<file path="src/rtl/alu_sequencer_if.sv">
// Purpose: bundles the alu_sequencer request operands and registered result/status.
// Latency: none (wires only).
// Backpressure: requester may assert start at any time; it is taken only while ready=1.
// Ports: start/cb/acc/a/b flow master->slave; ready/done/s/cout/zero/ovf flow slave->master.
interface alu_sequencer_if;
  logic       start;
  logic       cb;
  logic       acc;
  logic [7:0] a;
  logic [7:0] b;
  logic       ready;
  logic       done;
  logic [7:0] s;
  logic       cout;
  logic       zero;
  logic       ovf;

  modport master (
    output start, cb, acc, a, b,
    input  ready, done, s, cout, zero, ovf
  );

  modport slave (
    input  start, cb, acc, a, b,
    output ready, done, s, cout, zero, ovf
  );
endinterface

</file>
<file path="src/rtl/alu_sequencer.sv">
// Purpose: three-state add/subtract sequencer with registered result, carry, zero and overflow flags.
// Latency: start taken at edge N, result/flags load at edge N+1, done high N+1..N+2, ready again after N+2.
// Backpressure: start is ignored (never queued) while ready=0.
// Ports: clk, rst (async active-high); bus (alu_sequencer_if.slave) carries operands, select bits and results.
module alu_sequencer (
  input  logic           clk,
  input  logic           rst,
  alu_sequencer_if.slave bus
);

  typedef enum logic [1:0] {
    ST_IDLE,
    ST_EXEC,
    ST_DONE
  } state_t;

  state_t     state;
  state_t     state_nxt;
  logic       capture;
  logic       execute;

  // Operands frozen at the capture edge so later input changes cannot disturb the op in flight.
  logic [7:0] op_a;
  logic [7:0] op_b;
  logic       op_cb;

  logic [7:0] s_q;
  logic       cout_q;
  logic       zero_q;
  logic       ovf_q;

  logic [7:0] bx;
  logic [8:0] sum;

  // Subtract is A + ~B + 1; bit 8 is then the "no borrow" indication.
  assign bx  = op_b ^ {8{op_cb}};
  assign sum = {1'b0, op_a} + {1'b0, bx} + {8'd0, op_cb};

  always_ff @(posedge clk or posedge rst) begin
    if (rst) begin
      state <= ST_IDLE;
    end else begin
      state <= state_nxt;
    end
  end

  always_comb begin
    state_nxt = state;
    capture   = 1'b0;
    execute   = 1'b0;
    case (state)
      ST_IDLE: begin
        if (bus.start) begin
          state_nxt = ST_EXEC;
          capture   = 1'b1;
        end
      end
      ST_EXEC: begin
        state_nxt = ST_DONE;
        execute   = 1'b1;
      end
      ST_DONE: begin
        state_nxt = ST_IDLE;
      end
      default: begin
        state_nxt = ST_IDLE;
      end
    endcase
  end

  always_ff @(posedge clk or posedge rst) begin
    if (rst) begin
      op_a  <= 8'd0;
      op_b  <= 8'd0;
      op_cb <= 1'b0;
    end else if (capture) begin
      // Chained mode reuses the last completed result (0 after reset) as A.
      op_a  <= bus.acc ? s_q : bus.a;
      op_b  <= bus.b;
      op_cb <= bus.cb;
    end
  end

  always_ff @(posedge clk or posedge rst) begin
    if (rst) begin
      s_q    <= 8'd0;
      cout_q <= 1'b0;
      zero_q <= 1'b0;
      ovf_q  <= 1'b0;
    end else if (execute) begin
      s_q    <= sum[7:0];
      cout_q <= sum[8];
      zero_q <= (sum[7:0] == 8'd0);
      // Signed overflow: operands agree in sign but the result does not.
      ovf_q  <= (op_a[7] == bx[7]) && (sum[7] != op_a[7]);
    end
  end

  assign bus.ready = (state == ST_IDLE);
  assign bus.done  = (state == ST_DONE);
  assign bus.s     = s_q;
  assign bus.cout  = cout_q;
  assign bus.zero  = zero_q;
  assign bus.ovf   = ovf_q;

endmodule
</file>
<file path="src/flat_wrapper.sv">
// flat-port wrapper written by rule: the top's interface ports become plain ports
module alu_sequencer_flat 
  (clk, rst, bus_start, bus_cb, bus_acc, bus_a, bus_b, bus_ready, bus_done, bus_s, bus_cout, bus_zero, bus_ovf);
  alu_sequencer_if bus_i ();
  input  logic clk;
  input  logic rst;
  input wire logic [$bits(bus_i.start)-1:0] bus_start;
  input wire logic [$bits(bus_i.cb)-1:0] bus_cb;
  input wire logic [$bits(bus_i.acc)-1:0] bus_acc;
  input wire logic [$bits(bus_i.a)-1:0] bus_a;
  input wire logic [$bits(bus_i.b)-1:0] bus_b;
  output wire logic [$bits(bus_i.ready)-1:0] bus_ready;
  output wire logic [$bits(bus_i.done)-1:0] bus_done;
  output wire logic [$bits(bus_i.s)-1:0] bus_s;
  output wire logic [$bits(bus_i.cout)-1:0] bus_cout;
  output wire logic [$bits(bus_i.zero)-1:0] bus_zero;
  output wire logic [$bits(bus_i.ovf)-1:0] bus_ovf;
  assign bus_i.start = bus_start;
  assign bus_i.cb = bus_cb;
  assign bus_i.acc = bus_acc;
  assign bus_i.a = bus_a;
  assign bus_i.b = bus_b;
  assign bus_ready = bus_i.ready;
  assign bus_done = bus_i.done;
  assign bus_s = bus_i.s;
  assign bus_cout = bus_i.cout;
  assign bus_zero = bus_i.zero;
  assign bus_ovf = bus_i.ovf;
  alu_sequencer u_core (.clk(clk), .rst(rst), .bus(bus_i));
endmodule
</file>
<file path="config.mk">
export PLATFORM = sky130hd
export DESIGN_NAME = alu_sequencer_flat
export DESIGN_NICKNAME = d
export VERILOG_FILES = /design/src/rtl/alu_sequencer_if.sv /design/src/rtl/alu_sequencer.sv /design/src/flat_wrapper.sv
export SDC_FILE = /design/constraint.sdc
export NUM_CORES = 1
export LEC_CHECK = 0
export BUFFER_PORTS_ARGS = -buffer_cell sky130_fd_sc_hd__buf_2
export CORE_MARGIN = 1
export CORE_UTILIZATION = 40
export DETAILED_ROUTE_END_ITERATION = 12
export PLACE_DENSITY = 0.6
export RECOVER_POWER = 100
export SYNTH_ARGS = -nofsm -noshare
export SYNTH_HDL_FRONTEND = slang
export SYNTH_SLANG_ARGS = --single-unit
</file>
<file path="constraint.sdc">
create_clock -name clk -period 4.26 [get_ports clk]
set_input_delay 0.426 -clock clk [delete_from_list [all_inputs] [get_ports clk]]
set_output_delay 0.426 -clock clk [all_outputs]
set_load 0.01 [all_outputs]
</file>
* Word level (Yosys, flattened, before mapping) *
Cells that the tools add are included.

storage, ports and cells
  output and inout port bits = 13
  flip-flop bits (word level) = 30
  word-level logic and storage cells = 25
  input bits = 21

operators by class
  muxes and demuxes = 6
  reductions and logical operators = 3
  bitwise logic cells = 1
  add/subtract/negate cells = 2
  equality and inequality tests = 5

operators by type and width
  cell                number
  $add 8x8->9         1
  $add 9x1->9         1
  $logic_not 8->1     1
  $mux 8              1
  $xor 8x8->8         1
  $pmux 2 s2          1
  $mux 1              3
  $eq 2x1->1 const B  1
  $eq 2x2->1 const B  1
  $logic_not 2->1     1
  $mux 2              1
  $ne 2x2->1 const B  1
  $eq 1x1->1          1
  $logic_and 1x1->1   1
  $ne 1x1->1          1

* Longest topological paths before layout *
Gate-level depths: netlist of the first run.

  depth after elaboration = 5
  gate-level depth with buffers = 9
  depth with buffers taken out = 8

* Least setup slack after synthesis of the first run *
OpenSTA, ideal clock, no wires.

  path kind = register -> register
  start = reg u_core.op_cb
  end = reg u_core.zero_q, in the netlist u_core.bus.zero
  stages on the path, launching flop included = 10
  setup slack = 2.016 ns
  buffers on the path = 1
  clock period less this slack = 2.244 ns
  required time = 4.156 ns
  setup time = 0.104 ns
  data arrival time = 2.140 ns
  path through = dfrtp_1 buf_6 xor2_1 inv_1 fa_1 nor2b_1 o31ai_2 xnor2_1 or3_1 o41ai_2

between the ends
  longest elaborated chain between the ends = 4

RTL lines
  item                      RTL line             RTL
  start: declaration        alu_sequencer.sv:25  logic op_cb;
  start signal: assignment  alu_sequencer.sv:80  op_cb <= bus.cb;
  $xor 8x8->8               alu_sequencer.sv:36  assign bx = op_b ^ {8{op_cb}};
  $add 8x8->9               alu_sequencer.sv:37  assign sum = {1'b0, op_a} + {1'b0, bx} + {8'd0, op_cb};
  $add 9x1->9 *             alu_sequencer.sv:37
  $logic_not 8->1 *         alu_sequencer.sv:93  zero_q <= (sum[7:0] == 8'd0);
  end signal: assignment    alu_sequencer.sv:93
  end: declaration          alu_sequencer.sv:29  logic zero_q;

Every way passes the cells marked *; elsewhere a longest branch is shown, timed or not.
A chain may end at the register's enable or synchronous reset.

* Worst setup path in the final report of the first run *
Ends and elaborated chain as after synthesis.

==> results of run 1 <==
## report_power, final
| group | total, uW | internal, uW | switching, uW |
|---|---|---|---|
| sequential | 468 | 386 | 81.7 |
| clock | 229 | 130 | 98.8 |
| combinational | 687 | 308 | 380 |
## metal layers
metal	up-vias	track usage	part of all wire
met5	-	0	0
met4	0	0.05707	0.012
met3	4	0.05810	0.054
met2	29	0.2578	0.46
met1	528	0.2164	0.48
li1	572	-	-
## logic make-up (layout without fill, tap and decap cells)
group | after synthesis | count (layout) | share of synthesized area
AOI/OAI and AO/OA | 27 | 27 | 0.1188
xor gates and xnor gates | 14 | 14 | 0.07711
adders and majority gates | 8 | 8 | 0.06766
buffers and inverters | 10 | 46 | 0.02911
DFF | 30 | 30 | 0.4721
muxes | 21 | 21 | 0.1440
and+or+nand+nor | 34 | 34 | 0.09128
## worst reg2reg max path, delay by kind of cell (launching register included)
kind                       cells  cell delay (ns)
AOI/OAI and AO/OA              2             0.43
DFF                            1             0.58
xor gates and xnor gates       2             0.38
adders and majority gates      1             0.43
buffers and inverters          1             0.08
and+or+nand+nor                2             0.55
## cells in the final DEF (no fill, tap or decap)
master,instances
dfrtp_1,30
buf_2,20
clkbuf_1,15
nor2_1,14
a21oi_1,13
nand2_1,13
mux2_2,12
xor2_1,11
mux2i_1,8
ha_1,7
o21ai_0,6
clkbuf_8,6
xnor2_1,3
inv_1,3
nor2b_1,2
o31ai_1,2
and2_0,1
or2_0,1
mux2i_2,1
o211a_1,1
o31ai_4,1
nand2b_1,1
clkinv_1,1
o311a_1,1
o21a_1,1
o31a_1,1
nand4_1,1
or3_1,1
o41ai_1,1
fa_1,1
clkinv_2,1
## flip-flops by register name (all words and copies together) (netlist names)
signal / cells
u_core.state: 2
u_core.op_a: 8
u_core.bus.ovf: 1
u_core.bus.zero: 1
u_core.op_b: 8
u_core.bus.s: 8
u_core.bus.cout: 1
u_core.op_cb: 1
## worst max path at each step
stage	to	from	slack, ns
3_5_place_dp	u_core.bus.zero	u_core.op_cb	1.75
6_report	u_core.bus.zero	u_core.op_cb	1.70
4_1_cts	u_core.bus.zero	u_core.op_cb	1.73
5_1_grt	u_core.bus.zero	u_core.op_cb	1.53
3_3_place_gp	u_core.bus.zero	u_core.op_cb	1.87
2_1_floorplan	u_core.bus.zero	u_core.op_cb	2.02
## area by class of cell
class / instances / share of cell area
repair buffers: 34 / 0.08249
clock buffers: 7 / 0.04665
flip-flops and latches: 30 / 0.4057
multi-input cells: 104 / 0.4219
well taps: 48 / 0.03245
clock inverters: 1 / 0.002705
inverters: 4 / 0.008114
## per-stage QoR
stage                     std cells  power, uW
after CTS                       228       1431
after floorplan                 144       1026
final                           228       1384
after global placement          220       1170
after global routing            228       1517
after detailed placement        220       1195
==> qor.yml, run 1 <==
io_buffers: 33
placed_area_sq_um: 1792
p_leak_uw: 0.0008499
cts_tree: "done"
worstPathArrival_ns: 2.73
r2r_end: "u_core.bus.zero"
netlist_area_sq_um: 1590
timing.hold.ws_ns: 0.3786
cellPowerDensity_nw_per_um2: 748.0
antenna_left: 0
post-synth-top-count-cell: "dfrtp_1"
postCtsHoldBufs: 0
antenna_found_initial: 0
syn_area_per_cell_sq_um: 11.04
critPathSlowestCell: "dfrtp_1"
synth-seq-cells: 30
syn_inst: 144
critPathBufInv: 1
fin_area_sq_um: 1851
finalSetupTns_ns: 0
cts-root-buf: "clkbuf_8"
num_vias: 1133
path_max_fanout: 9
grt_max_degree: 31
cts_buffer_depth: 2
dieArea_sq_um: 4232
yosysTopAreaCell: "dfrtp_1"
pin_count: 34
required_ns: 4.43
rsz0062_at_grt: "no"
via_per_inst: 4.969
cap_violations: 0
first_global_vias: 1134
cts.clk_slew.worst_paths_ns: 0.06
synth_area_leaders: "dfrtp_1, mux2_2, xor2_1"
crit_cells: 8
core_sq_um: 3744
post_cts_buffers: 0
grt_overflow: 0
worstHoldPathType: "primary input to register"
drc: 0
clk_latency_ns: 0.28
max_freq_ghz: 0.3900
firstDrtPassIters: 4
rrSetupSlack_ns: 1.70
rows: 22
grt_usage: 0.1668
ys.warnings.count: 0
synth_edf_count: 0
initial_core_util: 0.4248
synth_fp_nets: 173
cts_buffers: 5
gp_congestion: 0.8191
criticalPathCategory: "register to register"
finalHoldViolCount: 0
dp_hpwl_um: 2295
n_antenna_cell: 0
fin_crit_ns: 2.564
fin_util: 0.4943
area_growth_pct: 16.36
reg2reg_from: "u_core.op_cb"
slew_headroom: 0.1920
status: "finished clean"
nets: 208
setup_viol: 0
whs_endpoint: "u_core.op_b[4]"
wire_per_inst_um: 13.36
clock-skew-final_ns: 0.006819
path_cells: "xor2_1, inv_1, fa_1, nor2b_1, o31ai_1, xnor2_1, or3_1, o41ai_1"
min_from: "bus_b[4]"
place_ws_ns: 1.748
reg2reg_depth: 8
num-fill-cells: 386
cts_sinks: 30
seq_area_sq_um: 750.7
final_layout_size_suffix_gt1_frac: 0.2278
ys_seq_area_frac: 0.4721
setup_ws_ns: 1.696
wirelength_um: 3045
worstMarginPinSlew_ns: 1.212
fp.dieW_um: 65.06
finalCritPeriodShare: 0.6018
synth.top_cell.area_share: 0.4721
grt_pass1_wl_um: 5133
startpoint_type: "register"
die_h_um: 65.06
min_path_cells: 2
slowest_delay_ns: 0.58
ir_drop_v: 0.0002804
crit_family: "flip-flops"
async_flop_share: 1.000
slew_violations: 0
ys.flop_type: "dfrtp_1"
h-tree-depth: 2
multiInputGateArea_sq_um: 780.7
yosys-top-cells-count: "dfrtp_1, nor2_1, a21oi_1, nand2_1, mux2_2"
worstSetupEndpointType: "register"
synth_cell_types: 33
cts_resized: 0
initialDrtViolationCount: 35
Power figures use the tool's default switching activity.
==> run 2: changes to the inputs <==
==> constraint.sdc (replaced) <==
create_clock -name clk -period 2.6 [get_ports clk]
set_input_delay 0.26 -clock clk [delete_from_list [all_inputs] [get_ports clk]]
set_output_delay 0.26 -clock clk [all_outputs]
set_load 0.01 [all_outputs]
==> qor.yml, run 2 (synthesis results as in run 1) <==
critPathSlowestCell: "dfrtp_1"
fin_crit_ns: 2.364  # -0.1995 ns
area_growth_pct: 16.68
setup_viol: 0  # unchanged
path_max_fanout: 5  # -4
slew_violations: 31  # +31
cts_sinks: 30  # unchanged
dieArea_sq_um: 4232  # unchanged
initial_core_util: 0.4248  # unchanged
via_per_inst: 4.961  # -0.17%
grt_usage: 0.1644  # -0.002377
criticalPathCategory: "register to register"
cts_buffers: 5  # unchanged
postCtsHoldBufs: 0  # unchanged
worstSetupEndpointType: "register"
clock-skew-final_ns: 0.003884  # -0.002934 ns
io_buffers: 33  # unchanged
rows: 22  # unchanged
cts-root-buf: "clkbuf_8"
n_antenna_cell: 0  # unchanged
wire_per_inst_um: 13.01  # -2.6%
cellPowerDensity_nw_per_um2: 1210  # +62%
cts.clk_slew.worst_paths_ns: 0.06  # about the same
finalHoldViolCount: 0  # unchanged
fp.dieW_um: 65.06  # unchanged
dp_hpwl_um: 2300  # +0.22%
slew_headroom: -0.04513  # -0.2372
layoutNonFillerInstCount: 230  # +0.88%
max_freq_ghz: 0.4229  # +8.4%
antenna_left: 0  # unchanged
nets: 210  # +0.96%
h-tree-depth: 2  # unchanged
pin_count: 34  # unchanged
core_sq_um: 3744  # unchanged
grt_max_degree: 31  # unchanged
worstHoldPathType: "primary input to register"
startpoint_type: "register"
drc: 0  # unchanged
gp_congestion: 0.8141  # -0.61%
p_leak_uw: 0.0008594  # +1.1%
num_vias: 1141  # +0.71%
cap_violations: 1  # +1
antenna_found_initial: 0  # unchanged
finalCritPeriodShare: 0.9094  # +0.3075
worstMarginPinSlew_ns: 1.568  # +0.3557 ns
violations: "max-capacitance violations, max-slew violations"
required_ns: 2.78  # -1.65 ns
clk_latency_ns: 0.28  # about the same
die_h_um: 65.06  # unchanged
rrSetupSlack_ns: 0.24  # -1.46 ns
cts_tree: "done"
status: "finished, violations left"
slowest_delay_ns: 0.44  # -0.14 ns
layout_common_cells: "dfrtp_1, buf_2, clkbuf_1, nor2_1"
wirelength_um: 2993  # -1.7%
final_layout_size_suffix_gt1_frac: 0.2308  # +0.002991
rsz0062_at_grt: "no"
firstDrtPassIters: 4  # unchanged
path_cells: "xor2_1, inv_1, fa_1, nor2b_1, o31ai_1, xnor2_1, or3_1, o41ai_2"
grt_overflow: 0  # unchanged
worstPathArrival_ns: 2.54  # -0.19 ns
critPathBufInv: 1  # unchanged
post_cts_buffers: 0  # unchanged
first_global_vias: 1138  # +0.35%
ir_drop_v: 0.0004004  # +43%
num-fill-cells: 367  # -4.9%
cts_buffer_depth: 2  # unchanged
dp_cells: 222  # +0.91%
cts_resized: 0  # unchanged
layout_commonest_cell: "dfrtp_1"
initialDrtViolationCount: 44  # +26%
grt_pass1_wl_um: 5043  # -1.8%
finalSetupTns_ns: 0  # unchanged
crit_family: "simple AND/OR/NAND/NOR gates"
==> run 2: cell count changes in the layout (fill, tap and decap cells not counted), sizes merged <==
cell | previous run | this run
clkbuf | 21 | 22
buf | 20 | 21
==> run 2: path summary, 6_finish.rpt <==
check                               start              end  depth (start not counted)
max                          u_core.op_cb  u_core.bus.zero                          8
min                              bus_b[5]   u_core.op_b[5]                          2
max reg2reg                  u_core.op_cb  u_core.bus.zero                          8
min reg2reg                u_core.bus.ovf   u_core.bus.ovf                          2
max in group asynchronous             rst  u_core.bus.cout                          3
min in group asynchronous             rst   u_core.op_b[6]                          3
==> run 2: layout make-up <==
class	count	area, sq um	share of cell area
timing repair buffer	36	163.9	0.08833
clock buffer	7	86.33	0.04653
inverter	4	15.01	0.008092
sequential	30	750.7	0.4046
multi-input combinational	104	774.5	0.4174
tap	48	60.06	0.03237
clock inverter	1	5.005	0.002697
==> run 2: report_power, final <==
group / total (uW) / switching (uW) / internal [uW]
Combinational: 1110 / 612 / 495
Clock: 378 / 165 / 213
Sequential: 760 / 127 / 633
==> run 2: metal layers <==
metal	routed length [um]	share of wire	track usage	up-vias
met2	1350	0.45	0.2539	31
met1	1389	0.46	0.2016	530
met5	0	0	0	-
met4	74	0.025	0.08967	0
li1	-	-	-	574
met3	178	0.059	0.05458	6
==> run 2: per-stage QoR <==
stage               power, uW  hold slack (ns)  utilization  cell area, sq um  setup slack (ns)
finish                   2245           0.2057       0.4957              1856            0.2356
global route             2456           0.2001       0.4957              1856           0.03106
CTS                      2361          0.04379       0.5070              1898            0.2019
detailed placement       1969           0.3512       0.4826              1807            0.2206
global placement         1927           0.3436       0.4826              1807            0.3394
floorplan                1681           0.3508            -              1590            0.3564
==> run 3: changes to the inputs <==
==> constraint.sdc (replaced) <==
create_clock -name clk -period 2.8 [get_ports clk]
set_input_delay 0.28 -clock clk [delete_from_list [all_inputs] [get_ports clk]]
set_output_delay 0.28 -clock clk [all_outputs]
set_load 0.01 [all_outputs]
==> qor.yml, run 3 (synthesis results as in run 1) <==
postCtsHoldBufs: 0  # unchanged
fin_crit_ns: 2.519  # +0.1550 ns
fin_area_sq_um: 1842  # -0.74%
placed_area_sq_um: 1792  # -0.83%
cts.clk_slew.worst_paths_ns: 0.06  # about the same
finalSetupTns_ns: 0  # unchanged
layout_common_cells: "dfrtp_1, buf_2, clkbuf_1, nor2_1"
criticalPathCategory: "register to register"
p_leak_uw: 0.0008482  # -1.3%
gp_congestion: 0.8669  # +6.5%
ir_drop_v: 0.0004004  # about the same
io_buffers: 33  # unchanged
cap_violations: 0  # -1
grt_max_degree: 31  # unchanged
post_cts_buffers: 0  # unchanged
finalHoldViolCount: 0  # unchanged
h-tree-depth: 2  # unchanged
area_growth_pct: 15.81
cts_tree: "done"
clk_latency_ns: 0.28  # about the same
place_ws_ns: 0.2875  # +0.06688 ns
antenna_left: 0  # unchanged
slew_headroom: 0.2546  # +0.2998
worstHoldPathType: "primary input to register"
drc: 0  # unchanged
firstDrtPassIters: 2  # -2
core_sq_um: 3744  # unchanged
cts_resized: 0  # unchanged
nets: 208  # -0.95%
status: "finished clean"
grt_pass1_wl_um: 5526  # +9.6%
num_vias: 1127  # -1.2%
rsz0062_at_grt: "no"
fin_util: 0.4920  # -0.003676
cellPowerDensity_nw_per_um2: 1132  # -6.5%
startpoint_type: "register"
cts_sinks: 30  # unchanged
finalCritPeriodShare: 0.8998  # -0.009589
setup_ws_ns: 0.2806  # +0.04497 ns
antenna_found_initial: 0  # unchanged
setup_viol: 0  # unchanged
grt_usage: 0.1767  # +0.01228
cts_buffer_depth: 2  # unchanged
cts-root-buf: "clkbuf_8"
worstPathArrival_ns: 2.69  # +0.15 ns
layout_commonest_cell: "dfrtp_1"
final_layout_size_suffix_gt1_frac: 0.2278  # -0.002991
wirelength_um: 3093  # +3.3%
cts_buffers: 5  # unchanged
dieArea_sq_um: 4232  # unchanged
required_ns: 2.97  # +0.19 ns
clock-skew-final_ns: 0.007729  # +0.003845 ns
n_antenna_cell: 0  # unchanged
via_per_inst: 4.943  # -0.36%
worstMarginPinSlew_ns: 1.117  # -0.4509 ns
worstSetupEndpointType: "register"
power_uw: 2084  # -7.2%
slew_violations: 0  # -100%
rows: 22  # unchanged
fp.dieW_um: 65.06  # unchanged
initial_core_util: 0.4248  # unchanged
die_h_um: 65.06  # unchanged
grt_overflow: 0  # unchanged
wire_per_inst_um: 13.57  # +4.2%
path_max_fanout: 9  # +4
initialDrtViolationCount: 34  # -23%
first_global_vias: 1220  # +7.2%
pin_count: 34  # unchanged
dp_hpwl_um: 2362  # +2.7%
max_freq_ghz: 0.3969  # -6.2%
## run 3: cell count changes in the layout (fill, tap and decap cells not counted), sizes merged
cell,change
buf,-1
clkbuf,-1
## run 3: final timing paths
| kind | from | end | slack [ns] | cells after the start |
|---|---|---|---|---|
| max reg2reg | u_core.op_cb | u_core.bus.zero | 0.28 | 8 |
| max in group asynchronous | rst | u_core.op_b[0] | 1.85 | 2 |
| max | u_core.op_cb | u_core.bus.zero | 0.28 | 8 |
| min reg2reg | u_core.bus.ovf | u_core.bus.ovf | 0.49 | 2 |
| min in group asynchronous | rst | u_core.op_b[7] | 0.27 | 2 |
| min | bus_b[5] | u_core.op_b[5] | 0.23 | 2 |
## run 3: routing by layer
metal  vias to the layer above  global-route usage  wire length, um
met4                         0             0.06793               49
met3                         7             0.05458              170
met5                         -                   0                0
li1                        562                   -                -
met1                       530              0.2172             1457
met2                        28              0.2891             1416
## run 3: layout make-up
class | instances | area [sq um]
fill | 373 | 1902
multi-input combinational | 104 | 772.0
sequential | 30 | 750.7
timing repair buffer | 34 | 152.6
clock buffer | 7 | 86.33
tap | 48 | 60.06
inverter | 4 | 15.01
clock inverter | 1 | 5.005
## run 3: critical path: stages (launching register included)
cell and delay (ns):
dfrtp_1 0.58, xor2_1 0.24, inv_1 0.09, fa_1 0.43, nor2b_1 0.20, o31ai_2 0.08
xnor2_1 0.14, or3_1 0.35, o41ai_1 0.29
## run 3: stage by stage
step | cells | hold WS, ns
2_1_floorplan | 144 | 0.3708
3_3_place_gp | 220 | 0.4687
6_report | 228 | 0.2305
3_5_place_dp | 220 | 0.4765
5_1_grt | 228 | 0.2241
4_1_cts | 228 | 0.2262
## run 3: power breakdown
group	internal, uW	total [uW]	switching (uW)
Combinational	459	1020	557
Sequential	588	714	126
Clock	198	354	156
Total	1240	2080	840
